==> config.mk <==
export PLATFORM = sky130hd
export DESIGN_NAME = rs_issue_queue_flat
export DESIGN_NICKNAME = d
export VERILOG_FILES = /design/src/rtl/rs_issue_queue_if.sv /design/src/rtl/rs_issue_queue.sv /design/src/flat_wrapper.sv
export SDC_FILE = /design/constraint.sdc
export NUM_CORES = 1
export LEC_CHECK = 0
export CAP_MARGIN = 20
export CORE_MARGIN = 3
export CORE_UTILIZATION = 30
export CTS_BUF_LIST = sky130_fd_sc_hd__clkbuf_8
export CTS_CLUSTER_DIAMETER = 120
export DETAILED_ROUTE_END_ITERATION = 8
export PLACE_DENSITY = 0.54
export SYNTH_ARGS = -nofsm -noshare
export SYNTH_HDL_FRONTEND = slang
export SYNTH_SLANG_ARGS = --single-unit
export TNS_END_PERCENT = 50
==> constraint.sdc <==
create_clock -name clk -period 2.6 [get_ports clk]
set_input_delay 0.26 -clock clk [delete_from_list [all_inputs] [get_ports clk]]
set_output_delay 0.26 -clock clk [all_outputs]
set_load 0.02 [all_outputs]
==> src/rtl/rs_issue_queue_if.sv <==
// Shared packet types and the dispatch/issue port bundle of the reservation station.
package rs_pkg;
  localparam int RS_ENTRIES = 4;
  localparam int NUM_PREGS  = 64;
  localparam int P          = $clog2(NUM_PREGS);

  typedef struct packed {
    logic          instr_valid;
    logic [31:0]   pc;
    logic [31:0]   imm;
    logic [P-1:0]  dst_preg;
    logic [P-1:0]  src1_preg;
    logic [P-1:0]  src2_preg;
  } disp_packet_t;

  typedef struct packed {
    disp_packet_t  disp;
    logic [31:0]   src1_val;
    logic [31:0]   src2_val;
  } exec_packet_t;
endpackage

// Handshakes: a transfer happens on a clock edge where the producer's valid
// (disp_pkt_i.instr_valid / issue_valid_o) and the consumer's ready
// (disp_ready_o / issue_ready_i) are both high; a valid payload is held
// stable until accepted, and ready never depends on valid in the same cycle.
interface rs_issue_queue_if;
  rs_pkg::disp_packet_t disp_pkt_i;
  logic                 disp_src1_rdy_i;
  logic                 disp_src2_rdy_i;
  logic                 disp_ready_o;
  rs_pkg::exec_packet_t issue_pkt_o;
  logic                 issue_valid_o;
  logic                 issue_ready_i;

  modport slave (
    input  disp_pkt_i, disp_src1_rdy_i, disp_src2_rdy_i, issue_ready_i,
    output disp_ready_o, issue_pkt_o, issue_valid_o
  );

  modport master (
    output disp_pkt_i, disp_src1_rdy_i, disp_src2_rdy_i, issue_ready_i,
    input  disp_ready_o, issue_pkt_o, issue_valid_o
  );
endinterface

==> src/rtl/rs_issue_queue.sv <==
// Reservation station: holds dispatched ops until both sources are ready,
// picks the oldest eligible entry, reads/forwards operands and issues a registered packet.
module rs_issue_queue
  import rs_pkg::*;
#(
  parameter int RS_ENTRIES = rs_pkg::RS_ENTRIES,
  parameter int NUM_PREGS  = rs_pkg::NUM_PREGS
) (
  input  logic                          clk,
  input  logic                          rst_n,
  rs_issue_queue_if.slave               io,
  input  logic                          cdb_valid_i,
  input  logic [$clog2(NUM_PREGS)-1:0]  cdb_preg_i,
  input  logic [31:0]                   cdb_val_i,
  output logic [$clog2(NUM_PREGS)-1:0]  prf_raddr1_o,
  output logic [$clog2(NUM_PREGS)-1:0]  prf_raddr2_o,
  input  logic [31:0]                   prf_rdata1_i,
  input  logic [31:0]                   prf_rdata2_i,
  input  logic                          flush_i
);
  localparam int PW = $clog2(NUM_PREGS);
  localparam int IW = $clog2(RS_ENTRIES);

  logic [RS_ENTRIES-1:0] valid_q;
  logic [RS_ENTRIES-1:0] rdy1_q;
  logic [RS_ENTRIES-1:0] rdy2_q;
  disp_packet_t          ent_q   [RS_ENTRIES];
  // older_q[i][j] = 1: entry i was dispatched before entry j.
  logic [RS_ENTRIES-1:0] older_q [RS_ENTRIES];

  exec_packet_t          issue_pkt_q;
  logic                  issue_valid_q;

  logic [RS_ENTRIES-1:0] hit1, hit2, elig, pick_oh;
  logic                  have_pick;
  logic [IW-1:0]         pick_idx;
  logic [IW-1:0]         free_idx;
  logic                  disp_ready, disp_accept, issue_fire;
  logic                  dsp_hit1, dsp_hit2;
  disp_packet_t          pick_ent;
  logic [31:0]           op1, op2;
  exec_packet_t          issue_next;

  // CDB tag match per entry; a same-cycle match already counts as ready.
  always_comb begin
    hit1 = '0;
    hit2 = '0;
    for (int e = 0; e < RS_ENTRIES; e++) begin
      hit1[e] = cdb_valid_i && (cdb_preg_i == ent_q[e].src1_preg);
      hit2[e] = cdb_valid_i && (cdb_preg_i == ent_q[e].src2_preg);
    end
    elig = valid_q & (rdy1_q | hit1) & (rdy2_q | hit2);
  end

  // Oldest-first select: an eligible entry wins if no eligible entry is older.
  always_comb begin
    pick_oh = '0;
    for (int e = 0; e < RS_ENTRIES; e++) begin
      pick_oh[e] = elig[e];
      for (int k = 0; k < RS_ENTRIES; k++) begin
        if (elig[k] && older_q[k][e]) pick_oh[e] = 1'b0;
      end
    end
  end

  always_comb begin
    pick_idx  = '0;
    have_pick = |pick_oh;
    for (int e = 0; e < RS_ENTRIES; e++) begin
      if (pick_oh[e]) pick_idx = IW'(e);
    end
  end

  always_comb begin
    free_idx = '0;
    for (int e = RS_ENTRIES - 1; e >= 0; e--) begin
      if (!valid_q[e]) free_idx = IW'(e);
    end
  end

  // Occupancy check uses registered valid bits only, so a slot freed by
  // this cycle's issue becomes usable one cycle later.
  assign disp_ready  = ~&valid_q;
  assign disp_accept = io.disp_pkt_i.instr_valid && disp_ready && !flush_i;
  assign issue_fire  = have_pick && (!issue_valid_q || io.issue_ready_i) && !flush_i;

  assign dsp_hit1 = cdb_valid_i && (cdb_preg_i == io.disp_pkt_i.src1_preg);
  assign dsp_hit2 = cdb_valid_i && (cdb_preg_i == io.disp_pkt_i.src2_preg);

  // Operand mux: forward the CDB value on a tag match, else use the PRF read.
  always_comb begin
    pick_ent     = ent_q[pick_idx];
    prf_raddr1_o = have_pick ? pick_ent.src1_preg : PW'(0);
    prf_raddr2_o = have_pick ? pick_ent.src2_preg : PW'(0);
    op1          = hit1[pick_idx] ? cdb_val_i : prf_rdata1_i;
    op2          = hit2[pick_idx] ? cdb_val_i : prf_rdata2_i;
    issue_next          = '0;
    issue_next.disp     = pick_ent;
    issue_next.src1_val = op1;
    issue_next.src2_val = op2;
  end

  always_ff @(posedge clk or negedge rst_n) begin
    if (!rst_n) begin
      valid_q       <= '0;
      rdy1_q        <= '0;
      rdy2_q        <= '0;
      issue_pkt_q   <= '0;
      issue_valid_q <= 1'b0;
      for (int e = 0; e < RS_ENTRIES; e++) begin
        ent_q[e]   <= '0;
        older_q[e] <= '0;
      end
    end else if (flush_i) begin
      valid_q       <= '0;
      issue_valid_q <= 1'b0;
      for (int e = 0; e < RS_ENTRIES; e++) begin
        older_q[e] <= '0;
      end
    end else begin
      rdy1_q <= rdy1_q | hit1;
      rdy2_q <= rdy2_q | hit2;

      if (issue_fire) begin
        valid_q[pick_idx] <= 1'b0;
        issue_pkt_q       <= issue_next;
        issue_valid_q     <= 1'b1;
      end else if (io.issue_ready_i) begin
        issue_valid_q <= 1'b0;
      end

      // The free slot is never the picked one, so dispatch and issue do not collide.
      if (disp_accept) begin
        valid_q[free_idx] <= 1'b1;
        ent_q[free_idx]   <= io.disp_pkt_i;
        rdy1_q[free_idx]  <= io.disp_src1_rdy_i | dsp_hit1;
        rdy2_q[free_idx]  <= io.disp_src2_rdy_i | dsp_hit2;
        older_q[free_idx] <= '0;
        for (int k = 0; k < RS_ENTRIES; k++) begin
          older_q[k][free_idx] <= valid_q[k];
        end
      end
    end
  end

  assign io.disp_ready_o  = disp_ready;
  assign io.issue_pkt_o   = issue_pkt_q;
  assign io.issue_valid_o = issue_valid_q;

endmodule

==> src/flat_wrapper.sv <==
// flat-port wrapper written by rule: the top's interface ports become plain ports
module rs_issue_queue_flat import rs_pkg::*;
#(
  parameter int RS_ENTRIES = rs_pkg::RS_ENTRIES,
  parameter int NUM_PREGS  = rs_pkg::NUM_PREGS
)
  (clk, rst_n, cdb_valid_i, cdb_preg_i, cdb_val_i, prf_raddr1_o, prf_raddr2_o, prf_rdata1_i, prf_rdata2_i, flush_i, io_disp_pkt_i, io_disp_src1_rdy_i, io_disp_src2_rdy_i, io_issue_ready_i, io_disp_ready_o, io_issue_pkt_o, io_issue_valid_o);
  rs_issue_queue_if io_i ();
  input  logic clk;
  input  logic rst_n;
  input  logic cdb_valid_i;
  input  logic [$clog2(NUM_PREGS)-1:0] cdb_preg_i;
  input  logic [31:0] cdb_val_i;
  output logic [$clog2(NUM_PREGS)-1:0] prf_raddr1_o;
  output logic [$clog2(NUM_PREGS)-1:0] prf_raddr2_o;
  input  logic [31:0] prf_rdata1_i;
  input  logic [31:0] prf_rdata2_i;
  input  logic flush_i;
  input wire logic [$bits(io_i.disp_pkt_i)-1:0] io_disp_pkt_i;
  input wire logic [$bits(io_i.disp_src1_rdy_i)-1:0] io_disp_src1_rdy_i;
  input wire logic [$bits(io_i.disp_src2_rdy_i)-1:0] io_disp_src2_rdy_i;
  input wire logic [$bits(io_i.issue_ready_i)-1:0] io_issue_ready_i;
  output wire logic [$bits(io_i.disp_ready_o)-1:0] io_disp_ready_o;
  output wire logic [$bits(io_i.issue_pkt_o)-1:0] io_issue_pkt_o;
  output wire logic [$bits(io_i.issue_valid_o)-1:0] io_issue_valid_o;
  assign io_i.disp_pkt_i = io_disp_pkt_i;
  assign io_i.disp_src1_rdy_i = io_disp_src1_rdy_i;
  assign io_i.disp_src2_rdy_i = io_disp_src2_rdy_i;
  assign io_i.issue_ready_i = io_issue_ready_i;
  assign io_disp_ready_o = io_i.disp_ready_o;
  assign io_issue_pkt_o = io_i.issue_pkt_o;
  assign io_issue_valid_o = io_i.issue_valid_o;
  rs_issue_queue #(.RS_ENTRIES(RS_ENTRIES), .NUM_PREGS(NUM_PREGS)) u_core (.clk(clk), .rst_n(rst_n), .io(io_i), .cdb_valid_i(cdb_valid_i), .cdb_preg_i(cdb_preg_i), .cdb_val_i(cdb_val_i), .prf_raddr1_o(prf_raddr1_o), .prf_raddr2_o(prf_raddr2_o), .prf_rdata1_i(prf_rdata1_i), .prf_rdata2_i(prf_rdata2_i), .flush_i(flush_i));
endmodule
==> PnR_summary.wiki, run 1 <==
{| class="wikitable"
! Metric !! Value
|-
| Outcome || finished, violations left
|-
| Violated checks || setup timing
|-
| Yosys cell types || 57
|-
| Root Buffer || sky130_fd_sc_hd__clkbuf_8
|-
| Clock Path Buffers || 3
|-
| Chip Height || between 200 and 300 um
|-
| Overall routed net length || 88,000 um
|-
| Worst slew margin relative to its limit || 0.359
|-
| Cell breakdown of the critical path || clkdlybuf4s50_1 > buf_4 > buf_4 > xor2_1 > nor2_1 > a32o_1 > nand3b_1 > buf_4 > nor4_4 > buf_12 > nor3_4 > buf_12 > and2_4 > buf_12 > buf_16 > a21oi_4 > buf_6
|-
| Critical path capture point type || primary output
|-
| Final hold viol count || 0
|-
| Initial antenna violation count || 7
|-
| CP Data Required Time || 2.34 ns
|-
| Number of buffers created by CTS || 93
|-
| Total Routing Usage GR || 0.208
|-
| R2R setup slack || -0.76 ns
|-
| CP max stage cell || sky130_fd_sc_hd__clkdlybuf4s50_1
|-
| Clock-pin transition on the worst setup and hold timing paths || approximately 0.060 ns
|-
| Max-cap violation count || 0
|-
| Overflow after GRT || 0
|-
| Worst-case setup slack after placement || -1.45 ns
|-
| Worst endpoint data arrival time || 3.47 ns
|-
| Via count of the first global-routing pass || 20,900
|-
| Die width || 284 um
|-
| Final Hold Slack || 0.100 ns
|-
| Main combinational cell family by area after synthesis || simple AND/OR/NAND/NOR gates
|-
| Fraction of layout cells with a size suffix above 1 || 0.311
|-
| Maximum number of pins on one net before global-route repair || 84
|-
| Top cell type by total area after synthesis || sky130_fd_sc_hd__dfrtp_1
|-
| Cell area after layout || 34,500 sq um
|-
| Routability congestion estimate || 0.913
|-
| Cell types occupying the most area after synthesis || sky130_fd_sc_hd__dfrtp_1, sky130_fd_sc_hd__mux2_2, sky130_fd_sc_hd__nand2_1
|-
| Starting utilization of the core area || 0.304
|-
| Synth Net Count || 2,397
|-
| Standby leakage power || 0.0149 uW
|-
| Post-DRT Antenna Nets || 0
|-
| Mean post-synth cell area || 10.5 sq um
|-
| Post-synthesis sequential element count || 508
|-
| Endpoints failing setup || 164
|-
| HPWL after detailed placement || 54,400 um
|-
| First-pass GRT wire length || 131,000 um
|-
| Max frequency || 268 MHz
|-
| Area of the core || 76,200 sq um
|-
| Ports placed on the boundary || 353
|-
| Final min period || 3.73 ns
|-
| Launching point of the worst reg2reg path || u_core.ent_q[5]$_DFFE_PN0P_
|-
| Area share of the largest cell type after synthesis || 0.549
|-
| Number of levels in the clock H-tree || 3
|-
| Syn. warnings || 0
|-
| Number of clock sinks || 508
|-
| Initial DRC Count || 1,353
|-
| Site Rows || 101
|-
| Worst Setup SP || cdb_preg_i[0]
|-
| Count of nets after finishing || 3,009
|-
| IR drop worst, VDD || 0.526 mV
|-
| Iteration count of the initial detailed-routing pass || 8
|-
| Total power per unit cell area || 802 nW/um^2
|-
| Share of synthesized cell area in full adder, half adder and majority cells || 0
|-
| Vias per cell || 5.21
|-
| Multiplexer fraction of the synthesized cell area || 0.120
|-
| Worst Setup Slack, final || -1.13 ns
|-
| Final-layout setup total negative slack || -109.70 ns
|-
| Source-to-sink clock delay at the later pin of the worst-skew pair || 0.71 ns
|-
| Proportion of register bits with asynchronous set or reset after synthesis || 1.00
|-
| DIE AREA || 80,500 sq um
|-
| Fraction of the mapped netlist area in simple logic gates || 0.143
|-
| CTS tree || yes
|-
| Kind of launch point of the worst setup path || primary input
|-
| Count of input and output buffers || ~350
|-
| WS Path Type || in -> out
|-
| Delay contributed by the slowest stage of the critical path || 0.55 ns
|-
| Slew Limit Fails || 0
|-
| Standard cell area after detailed placement || 30,000 sq um
|-
| Max Clock Skew || approximately 0.046 ns
|-
| Transition time at the pin with the least slew margin || 0.954 ns
|-
| Most used flip-flop cell after synthesis || sky130_fd_sc_hd__dfrtp_1
|-
| Worst hold path class || in -> async
|-
| Routed WL per cell || 22.5 um
|-
| Relative area change from synthesis to final layout || 49.2%
|-
| Complex-gate fraction of the synthesized area || 0.129
|-
| Maximum net fanout on the critical path || 6
|-
| Post-Synthesis Cell Area || 23,100 sq um
|-
| Share of the yosys chip area belonging to registers || 0.549
|-
| Via count of the routed design || around 20,000
|-
| Fraction of synthesized cell area in xor and xnor cells || 0.0227
|-
| RSZ-0062 raised after global routing || true
|-
| Crit share post-route || 1.43
|-
| Post-synth EDFFs || 0
|-
| Post-route DRC violation count || 0
|-
| Post-Syn Instances || between 2,000 and 2,500
|}
==> final timing paths <==
path                                                               to  depth (start not counted)
min in group clk                u_core.io.issue_pkt_o[38]$_DFFE_PN0P_                          3
worst min register to register          u_core.ent_q[248]$_DFFE_PN0P_                          1
worst min-delay path            u_core.io.issue_pkt_o[58]$_DFFE_PN0P_                          2
max in group asynchronous               u_core.ent_q[147]$_DFFE_PN0P_                          3
worst max register to register   u_core.io.issue_pkt_o[9]$_DFFE_PN0P_                         15
worst max-delay path                                  prf_raddr1_o[3]                         17
==> per-layer routing <==
metal | GRT usage | part of all wire | up-vias
li1 | - | - | 9069
met1 | 0.265 | 0.41 | 10300
met2 | 0.347 | 0.48 | 864
met3 | 0.0444 | 0.072 | 167
met4 | 0.0772 | 0.031 | 8
met5 | 0 | 0.00057 | -
==> cells in the final DEF (no fill, tap or decap), drive strengths merged, types with 15 or more instances in the layout <==
| cell | count |
|---|---|
| dfrtp | 508 |
| nand2 | 359 |
| buf | 342 |
| clkdlybuf4s50 | 338 |
| mux2 | 246 |
| nor2 | 183 |
| a31oi | 148 |
| clkbuf | 126 |
| nand3 | 123 |
| a21o | 73 |
| a22oi | 72 |
| nand4 | 44 |
| inv | 40 |
| o21ai | 40 |
| a21oi | 35 |
| xnor2 | 33 |
| o211ai | 32 |
| xor2 | 27 |
| nor3 | 15 |
==> cells in the mapped netlist, types with 40 or more instances <==
cell type,count
sky130_fd_sc_hd__dfrtp_1,508
sky130_fd_sc_hd__nand2_1,359
sky130_fd_sc_hd__mux2_2,246
sky130_fd_sc_hd__nor2_1,183
sky130_fd_sc_hd__a31oi_1,148
sky130_fd_sc_hd__nand3_1,123
sky130_fd_sc_hd__clkbuf_1,99
sky130_fd_sc_hd__a21o_1,73
sky130_fd_sc_hd__a22oi_1,72
sky130_fd_sc_hd__buf_2,45
sky130_fd_sc_hd__nand4_1,44
sky130_fd_sc_hd__o21ai_0,40
==> sequential cells by signal (all words and copies together) (netlist names) <==
name / count
u_core.io.issue_valid_o: 1
u_core.rdy2_q: 4
u_core.ent_q: 332
u_core.valid_q: 4
u_core.older_q: 16
u_core.rdy1_q: 4
u_core.io.issue_pkt_o: 147
==> per-stage QoR <==
step | total power (uW) | instances | utilization
2_1_floorplan | 14800 | 2205 | -
3_3_place_gp | 19100 | 3652 | 0.394
3_5_place_dp | 19200 | 3652 | 0.394
4_1_cts | 27400 | 3883 | 0.441
5_1_grt | 29100 | 3909 | 0.453
6_report | 27700 | 3911 | 0.453
==> critical path: cells and delay by family <==
kind                   cells  cell delay (ns)
buffers and inverters      9             1.80
XOR/XNOR                   1             0.15
AO/OA/AOI/OAI              2             0.45
AND/OR/NAND/NOR            5             0.79
==> final cells by class <==
type                       count  area [sq um]
clock buffer                 113          1560
sequential                   508         12700
fill                        7059         41700
antenna                        4          10.0
multi-input combinational   1507         10600
clock inverter                42           259
timing repair buffer         698          8080
tap                         1030          1290
inverter                       9          33.8
==> cell families (layout without fill, tap and decap cells) <==
logic type / after synthesis / count (layout)
compound gates: 435 / 435
simple gates: 765 / 765
buf+inv: 190 / 862
xor+xnor: 60 / 60
other cells: 0 / 4
flops: 508 / 508
mux: 247 / 247
==> power breakdown <==
group	internal [uW]	switching, uW
logic	4550	4290
registers	9840	1450
clock network	4100	3470
==> what timing repair did <==
action	CTS	global route
pin swaps	30	12
gates cloned	26	16
hold buffers	1	0
gates resized for setup	193	121
endpoints found under the setup margin	165	166
buffers inserted	53	17
endpoints found under the hold margin	218	0
Power figures use the tool's default switching activity.
==> inputs of run 2 (changes only) <==
--- a/config.mk
+++ b/config.mk
@@ -7,12 +7,11 @@
 export LEC_CHECK = 0
 export CAP_MARGIN = 20
 export CORE_MARGIN = 3
-export CORE_UTILIZATION = 30
+export CORE_UTILIZATION = 51
 export CTS_BUF_LIST = sky130_fd_sc_hd__clkbuf_8
 export CTS_CLUSTER_DIAMETER = 120
 export DETAILED_ROUTE_END_ITERATION = 8
-export PLACE_DENSITY = 0.54
+export PLACE_DENSITY = 0.82
 export SYNTH_ARGS = -nofsm -noshare
 export SYNTH_HDL_FRONTEND = slang
 export SYNTH_SLANG_ARGS = --single-unit
-export TNS_END_PERCENT = 50
==> PnR_summary.wiki, run 2 (synthesized netlist as in run 1, its figures left out) <==
{| class="wikitable"
! Metric !! Value
|-
| HPWL after detailed placement || 47,600 um
|-
| Final-layout setup total negative slack || -126.67 ns
|-
| Critical path capture point type || primary output
|-
| Vias per cell || 6.06
|-
| Transition time at the pin with the least slew margin || about 0.76 ns
|-
| Overflow after GRT || 0
|-
| Flip-flop count of the largest register, all copies and words added || between 300 and 400
|-
| Max-cap violation count || 0
|-
| Initial antenna violation count || 5
|-
| Count of input and output buffers || 352
|-
| Final hold viol count || 0
|-
| CTS tree || yes
|-
| Comb power frac || 0.318
|-
| Slew Limit Fails || 0
|-
| Routability congestion estimate || 0.961
|-
| Largest reg by FF count || u_core.ent_q
|-
| Net switching component of the power || between 8000 and 9000 uW
|-
| Initial DRC Count || 2,307
|-
| Final Hold Slack || roughly 0.14 ns
|-
| CP Data Required Time || ~2.3 ns
|-
| Worst Setup Slack, final || -1.14 ns
|-
| Max Clock Skew || 0.0370 ns
|-
| Most common cell after layout, fill and taps aside || sky130_fd_sc_hd__dfrtp_1
|-
| Ports placed on the boundary || 353
|-
| Chip Height || 219 um
|-
| DIE AREA || 48,000 sq um
|-
| Violated checks || setup timing
|-
| Fraction of power consumed by the clock network || 0.257
|-
| Total power per unit cell area || 829 nW/um^2
|-
| WS Path Type || reg -> out
|-
| Clock-pin transition on the worst setup and hold timing paths || roughly 0.060 ns
|-
| IR drop worst, VDD || 0.600 mV
|-
| Total Routing Usage GR || 0.313
|-
| Final min period || 3.74 ns
|-
| Overall routed net length || ~78,000 um
|-
| Routed WL per cell || between 20 and 25 um
|-
| Cell-internal power || 17,500 uW
|-
| First-pass GRT wire length || 117,000 um
|-
| Relative area change from synthesis to final layout || 36.3%
|-
| Die width || between 200 and 250 um
|-
| Cell area after layout || 31,500 sq um
|-
| Area of the core || 44,500 sq um
|-
| Worst hold path class || in -> async
|-
| Fraction of layout cells with a size suffix above 1 || 0.251
|-
| Power share of the sequential group || 0.424
|-
| Source-to-sink clock delay at the later pin of the worst-skew pair || 0.67 ns
|-
| Via count of the routed design || 20,200
|-
| Clock Path Buffers || 3
|-
| Starting utilization of the core area || 0.520
|-
| Kind of launch point of the worst setup path || register
|-
| Pwr Total || roughly 26,000 uW
|-
| Endpoints failing setup || approximately 160
|-
| Number of clock sinks || 508
|-
| Worst slew margin relative to its limit || 0.494
|-
| Post-route DRC violation count || 0
|-
| Switching part of the total || 0.331
|-
| Site Rows || 77
|-
| Count of nets after finishing || 2,882
|-
| Maximum number of pins on one net before global-route repair || just over 90
|-
| Worst endpoint data arrival time || 3.48 ns
|-
| Root Buffer || sky130_fd_sc_hd__clkbuf_8
|-
| RSZ-0062 raised after global routing || true
|-
| Iteration count of the initial detailed-routing pass || 5
|-
| Maximum net fanout on the critical path || 6
|-
| Outcome || finished, violations left
|-
| Standard cell area after detailed placement || 28,800 sq um
|-
| Most frequent cells in the layout || sky130_fd_sc_hd__dfrtp_1, sky130_fd_sc_hd__nand2_1, sky130_fd_sc_hd__clkdlybuf4s50_1
|-
| Post-DRT Antenna Nets || 0
|-
| Number of levels in the clock H-tree || 3
|-
| Max frequency || 267 MHz
|-
| Crit share post-route || 1.44
|-
| Standby leakage power || 0.0139 uW
|-
| Via count of the first global-routing pass || 20,900
|-
| Number of buffers created by CTS || 84
|}
==> run 2: critical path, cell delays in order, from the launching register on <==
cell and delay, ns:
sky130_fd_sc_hd__dfrtp_1 0.41, sky130_fd_sc_hd__xor2_1 0.16, sky130_fd_sc_hd__nor3_2 0.28, sky130_fd_sc_hd__a41oi_2 0.22, sky130_fd_sc_hd__buf_4 0.20, sky130_fd_sc_hd__or3_1 0.37
sky130_fd_sc_hd__and4_4 0.23, sky130_fd_sc_hd__nor3_4 0.27, sky130_fd_sc_hd__buf_6 0.18, sky130_fd_sc_hd__buf_12 0.16, sky130_fd_sc_hd__nand2_8 0.06, sky130_fd_sc_hd__a21oi_4 0.13
sky130_fd_sc_hd__buf_6 0.13
==> run 2: final cells by class <==
| cell class | instances | area, sq um |
|---|---|---|
| multi-input combinational | 1507 | 10100 |
| inverter | 9 | 33.8 |
| sequential | 508 | 12700 |
| clock buffer | 102 | 1400 |
| clock inverter | 37 | 181 |
| fill | 3158 | 13000 |
| antenna | 3 | 7.51 |
| timing repair buffer | 580 | 6350 |
| tap | 592 | 741 |
==> run 2: worst paths after layout <==
kind	start	to	slack, ns	cells past startpoint
worst max-delay path	u_core.ent_q[256]$_DFFE_PN0P_	prf_raddr2_o[3]	-1.14	12
worst min-delay path	rst_n	u_core.ent_q[32]$_DFFE_PN0P_	0.14	2
worst max register to register	u_core.ent_q[0]$_DFFE_PN0P_	u_core.io.issue_pkt_o[81]$_DFFE_PN0P_	-0.82	16
worst min register to register	u_core.ent_q[165]$_DFFE_PN0P_	u_core.ent_q[165]$_DFFE_PN0P_	0.48	1
max in group asynchronous	rst_n	u_core.ent_q[123]$_DFFE_PN0P_	1.45	3
min in group clk	prf_rdata1_i[17]	u_core.io.issue_pkt_o[49]$_DFFE_PN0P_	0.19	3
==> run 2: timing repair <==
item,CTS,global route
setup endpoints to repair,164,164
cloned,9,10
resized for setup,124,45
hold endpoints to repair,66,0
buffers inserted,16,15
hold buffers,1,0
pin swaps,30,20
==> run 2: power groups by stage <==
stage / logic, uW / registers [uW] / clock network, uW
2_1_floorplan: 2550 / 12300 / 0
3_3_place_gp: 7750 / 11100 / 0
3_5_place_dp: 7950 / 11200 / 0
4_1_cts: 8170 / 11100 / 6860
5_1_grt: 8890 / 11300 / 7260
6_report: 8320 / 11100 / 6730
==> run 2: metrics by stage <==
stage | cells | worst slack, ns | utilization
3_5_place_dp | 3148 | -1.46 | 0.647
3_3_place_gp | 3148 | -1.44 | 0.647
5_1_grt | 3336 | -1.25 | 0.709
2_1_floorplan | 2205 | -0.178 | -
4_1_cts | 3312 | -1.12 | 0.696
6_report | 3338 | -1.14 | 0.709
==> run 2: layer usage <==
layer  vias up  global-route usage  wire, um
met5         -                   0        41
met2      1054               0.526     38000
li1       8789                   -         -
met4         6               0.140      2860
met1     10200               0.384     29500
met3       208              0.0766      7240
==> inputs of run 3 (changes only) <==
--- a/config.mk
+++ b/config.mk
@@ -6,11 +6,12 @@
 export NUM_CORES = 1
 export LEC_CHECK = 0
 export CAP_MARGIN = 20
-export CORE_MARGIN = 3
+export CORE_MARGIN = 2
 export CORE_UTILIZATION = 51
 export CTS_BUF_LIST = sky130_fd_sc_hd__clkbuf_8
-export CTS_CLUSTER_DIAMETER = 120
+export CTS_CLUSTER_DIAMETER = 40
 export DETAILED_ROUTE_END_ITERATION = 8
+export MAX_ROUTING_LAYER = met4
 export PLACE_DENSITY = 0.82
 export SYNTH_ARGS = -nofsm -noshare
 export SYNTH_HDL_FRONTEND = slang
==> PnR_summary.wiki, run 3 (synthesized netlist as in run 1, its figures left out) <==
{| class="wikitable"
! Metric !! Value
|-
| Final min period || 3.67 ns
|-
| Transition time at the pin with the least slew margin || 0.669 ns
|-
| Worst setup path endpoint || prf_raddr1_o[1]
|-
| Number of clock sinks || 508
|-
| Maximum net fanout on the critical path || 5
|-
| Largest reg by FF count || u_core.ent_q
|-
| Clock Path Buffers || 3
|-
| Via count of the first global-routing pass || between 20,000 and 25,000
|-
| Launching point of the worst reg2reg path || u_core.ent_q[0]$_DFFE_PN0P_
|-
| Most frequent cells in the layout || sky130_fd_sc_hd__dfrtp_1, sky130_fd_sc_hd__nand2_1, sky130_fd_sc_hd__clkdlybuf4s50_1
|-
| CP Data Required Time || 2.34 ns
|-
| Cell count of the worst reg-to-reg path || 16
|-
| Iteration count of the initial detailed-routing pass || 6
|-
| Overflow after GRT || 0
|-
| CP max stage cell || sky130_fd_sc_hd__dfrtp_1
|-
| IR drop worst, VDD || approximately 0.62 mV
|-
| HPWL after detailed placement || 47,800 um
|-
| Final Hold Slack || between 0.1 and 0.15 ns
|-
| Kind of launch point of the worst setup path || register
|-
| Total Routing Usage GR || 0.330
|-
| Site Rows || between 70 and 80
|-
| Via count of the routed design || 20,200
|-
| Routed WL per cell || 22.7 um
|-
| Initial antenna violation count || 8
|-
| CTS tree || yes
|-
| Count of nets after finishing || 2,884
|-
| Outcome || finished, violations left
|-
| Die width || 217 um
|-
| DIE AREA || 47,100 sq um
|-
| Worst endpoint data arrival time || 3.41 ns
|-
| Post-DRT Antenna Nets || 0
|-
| Most common cell after layout, fill and taps aside || sky130_fd_sc_hd__dfrtp_1
|-
| Critical R2R Capture || u_core.io.issue_pkt_o[17]$_DFFE_PN0P_
|-
| Violated checks || setup timing
|-
| WS Path Type || reg -> out
|-
| Worst Setup SP || u_core.ent_q[0]$_DFFE_PN0P_
|-
| Delay contributed by the slowest stage of the critical path || ~0.44 ns
|-
| Vias per cell || 6.00
|-
| Clock-pin transition on the worst setup and hold timing paths || ~0.06 ns
|-
| Routability congestion estimate || 0.982
|-
| Fraction of layout cells with a size suffix above 1 || 0.254
|-
| Root Buffer || sky130_fd_sc_hd__clkbuf_8
|-
| Count of input and output buffers || 352
|-
| Most prevalent standard cell on the critical path || sky130_fd_sc_hd__buf_6
|-
| Crit share post-route || 1.41
|-
| Cell breakdown of the critical path || xnor2_2 > nand4_1 > o41a_1 > buf_6 > or3_4 > and4_4 > nor3_4 > buf_6 > clkbuf_16 > nand2_4 > a21oi_4 > buf_6
|-
| Starting utilization of the core area || 0.513
|-
| Worst Setup Slack, final || -1.07 ns
|-
| Number of levels in the clock H-tree || 3
|-
| Final hold viol count || 0
|-
| Final-layout setup total negative slack || -115.99 ns
|-
| RSZ-0062 raised after global routing || true
|-
| Critical path capture point type || primary output
|-
| R2R setup slack || -0.82 ns
|-
| Initial DRC Count || 2,241
|-
| Area of the core || 45,100 sq um
|-
| Maximum number of pins on one net before global-route repair || 91
|-
| Endpoints failing setup || 163
|-
| Worst hold path class || in -> async
|-
| Ports placed on the boundary || 353
|-
| Max-cap violation count || 0
|-
| Relative area change from synthesis to final layout || 36.7%
|-
| Chip Height || approximately 220 um
|-
| Number of buffers created by CTS || 87
|-
| Slew Limit Fails || 0
|-
| Source-to-sink clock delay at the later pin of the worst-skew pair || 0.67 ns
|-
| Standby leakage power || 0.0140 uW
|-
| Flip-flop count of the largest register, all copies and words added || 332
|-
| Max frequency || approximately 270 MHz
|-
| Max Clock Skew || 0.0205 ns
|-
| First-pass GRT wire length || 118,000 um
|-
| Post-route DRC violation count || 0
|-
| Total power per unit cell area || 850 nW/um^2
|-
| Overall routed net length || approximately 76,000 um
|-
| Worst slew margin relative to its limit || 0.550
|}
[run 3: changes by cell type in the layout (fill, tap and decap cells not counted), moves of 5 or more]
cell,before,now
sky130_fd_sc_hd__buf_4,142,149
sky130_fd_sc_hd__buf_6,26,32
sky130_fd_sc_hd__bufinv_16,0,5
sky130_fd_sc_hd__nor2_1,169,176
sky130_fd_sc_hd__diode_2,3,8
sky130_fd_sc_hd__clkbuf_16,9,1
sky130_fd_sc_hd__clkinv_2,1,7
sky130_fd_sc_hd__clkbuf_8,102,107
[run 3: what timing repair did]
action,in CTS,in global routing
pin swaps,15,10
endpoints found under the hold margin,231,0
gates cloned,11,1
buffers inserted,28,14
hold buffers,1,0
resized for setup,116,41
setup endpoints to repair,164,164
[run 3: layout make-up]
type                       count  area [sq um]
antenna                        8          20.0
inverter                       9          33.8
tap                          600           751
timing repair buffer         578          6160
clock inverter                46           352
multi-input combinational   1508         10100
sequential                   508         12700
fill                        3170         13500
clock buffer                 107          1470
[run 3: power by group]
part           internal [uW]  switching (uW)
Clock                   4210            3350
Sequential              9830            1310
Combinational           4060            4100
[run 3: critical path, delay by kind of cell (launching register included)]
| kind | cells | cell delay, ns |
|---|---|---|
| AO/OA/AOI/OAI | 2 | 0.57 |
| XOR/XNOR | 1 | 0.17 |
| buffers and inverters | 4 | 0.62 |
| flip-flops | 1 | 0.44 |
| AND/OR/NAND/NOR | 5 | 0.93 |
[run 3: how the worst min path moves through the flow]
stage	startpoint	to	slack (ns)	cells after the start
floorplan	rst_n	u_core.ent_q[0]$_DFFE_PN0P_	-0.04	0
global placement	rst_n	u_core.ent_q[227]$_DFFE_PN0P_	0.24	1
detailed placement	rst_n	u_core.ent_q[227]$_DFFE_PN0P_	0.24	1
CTS	rst_n	u_core.ent_q[227]$_DFFE_PN0P_	0.10	2
global route	rst_n	u_core.ent_q[227]$_DFFE_PN0P_	0.16	2
finish	rst_n	u_core.ent_q[227]$_DFFE_PN0P_	0.14	2
[run 3: routing by layer]
layer  global-route usage  up-vias  part of all wire  wire length (um)
li1                     -     8800                 -                 -
met1                0.393    10100              0.38             29200
met2                0.530     1049              0.49             37200
met3               0.0813      210             0.091              6960
met4                0.154        0             0.040              3030
met5                    -        -                 0                 0
[run 3: metrics by stage]
step | power (uW) | utilization | cell area (sq um) | setup slack, ns | cells
3_3_place_gp | 18800 | 0.639 | 28800 | -1.27 | 3157
4_1_cts | 26900 | 0.696 | 31400 | -1.06 | 3347
5_1_grt | 28000 | 0.701 | 31600 | -1.22 | 3364
3_5_place_dp | 19100 | 0.639 | 28800 | -1.33 | 3157
6_report | 26900 | 0.701 | 31600 | -1.07 | 3364
2_1_floorplan | 14800 | - | 23500 | -0.178 | 2205
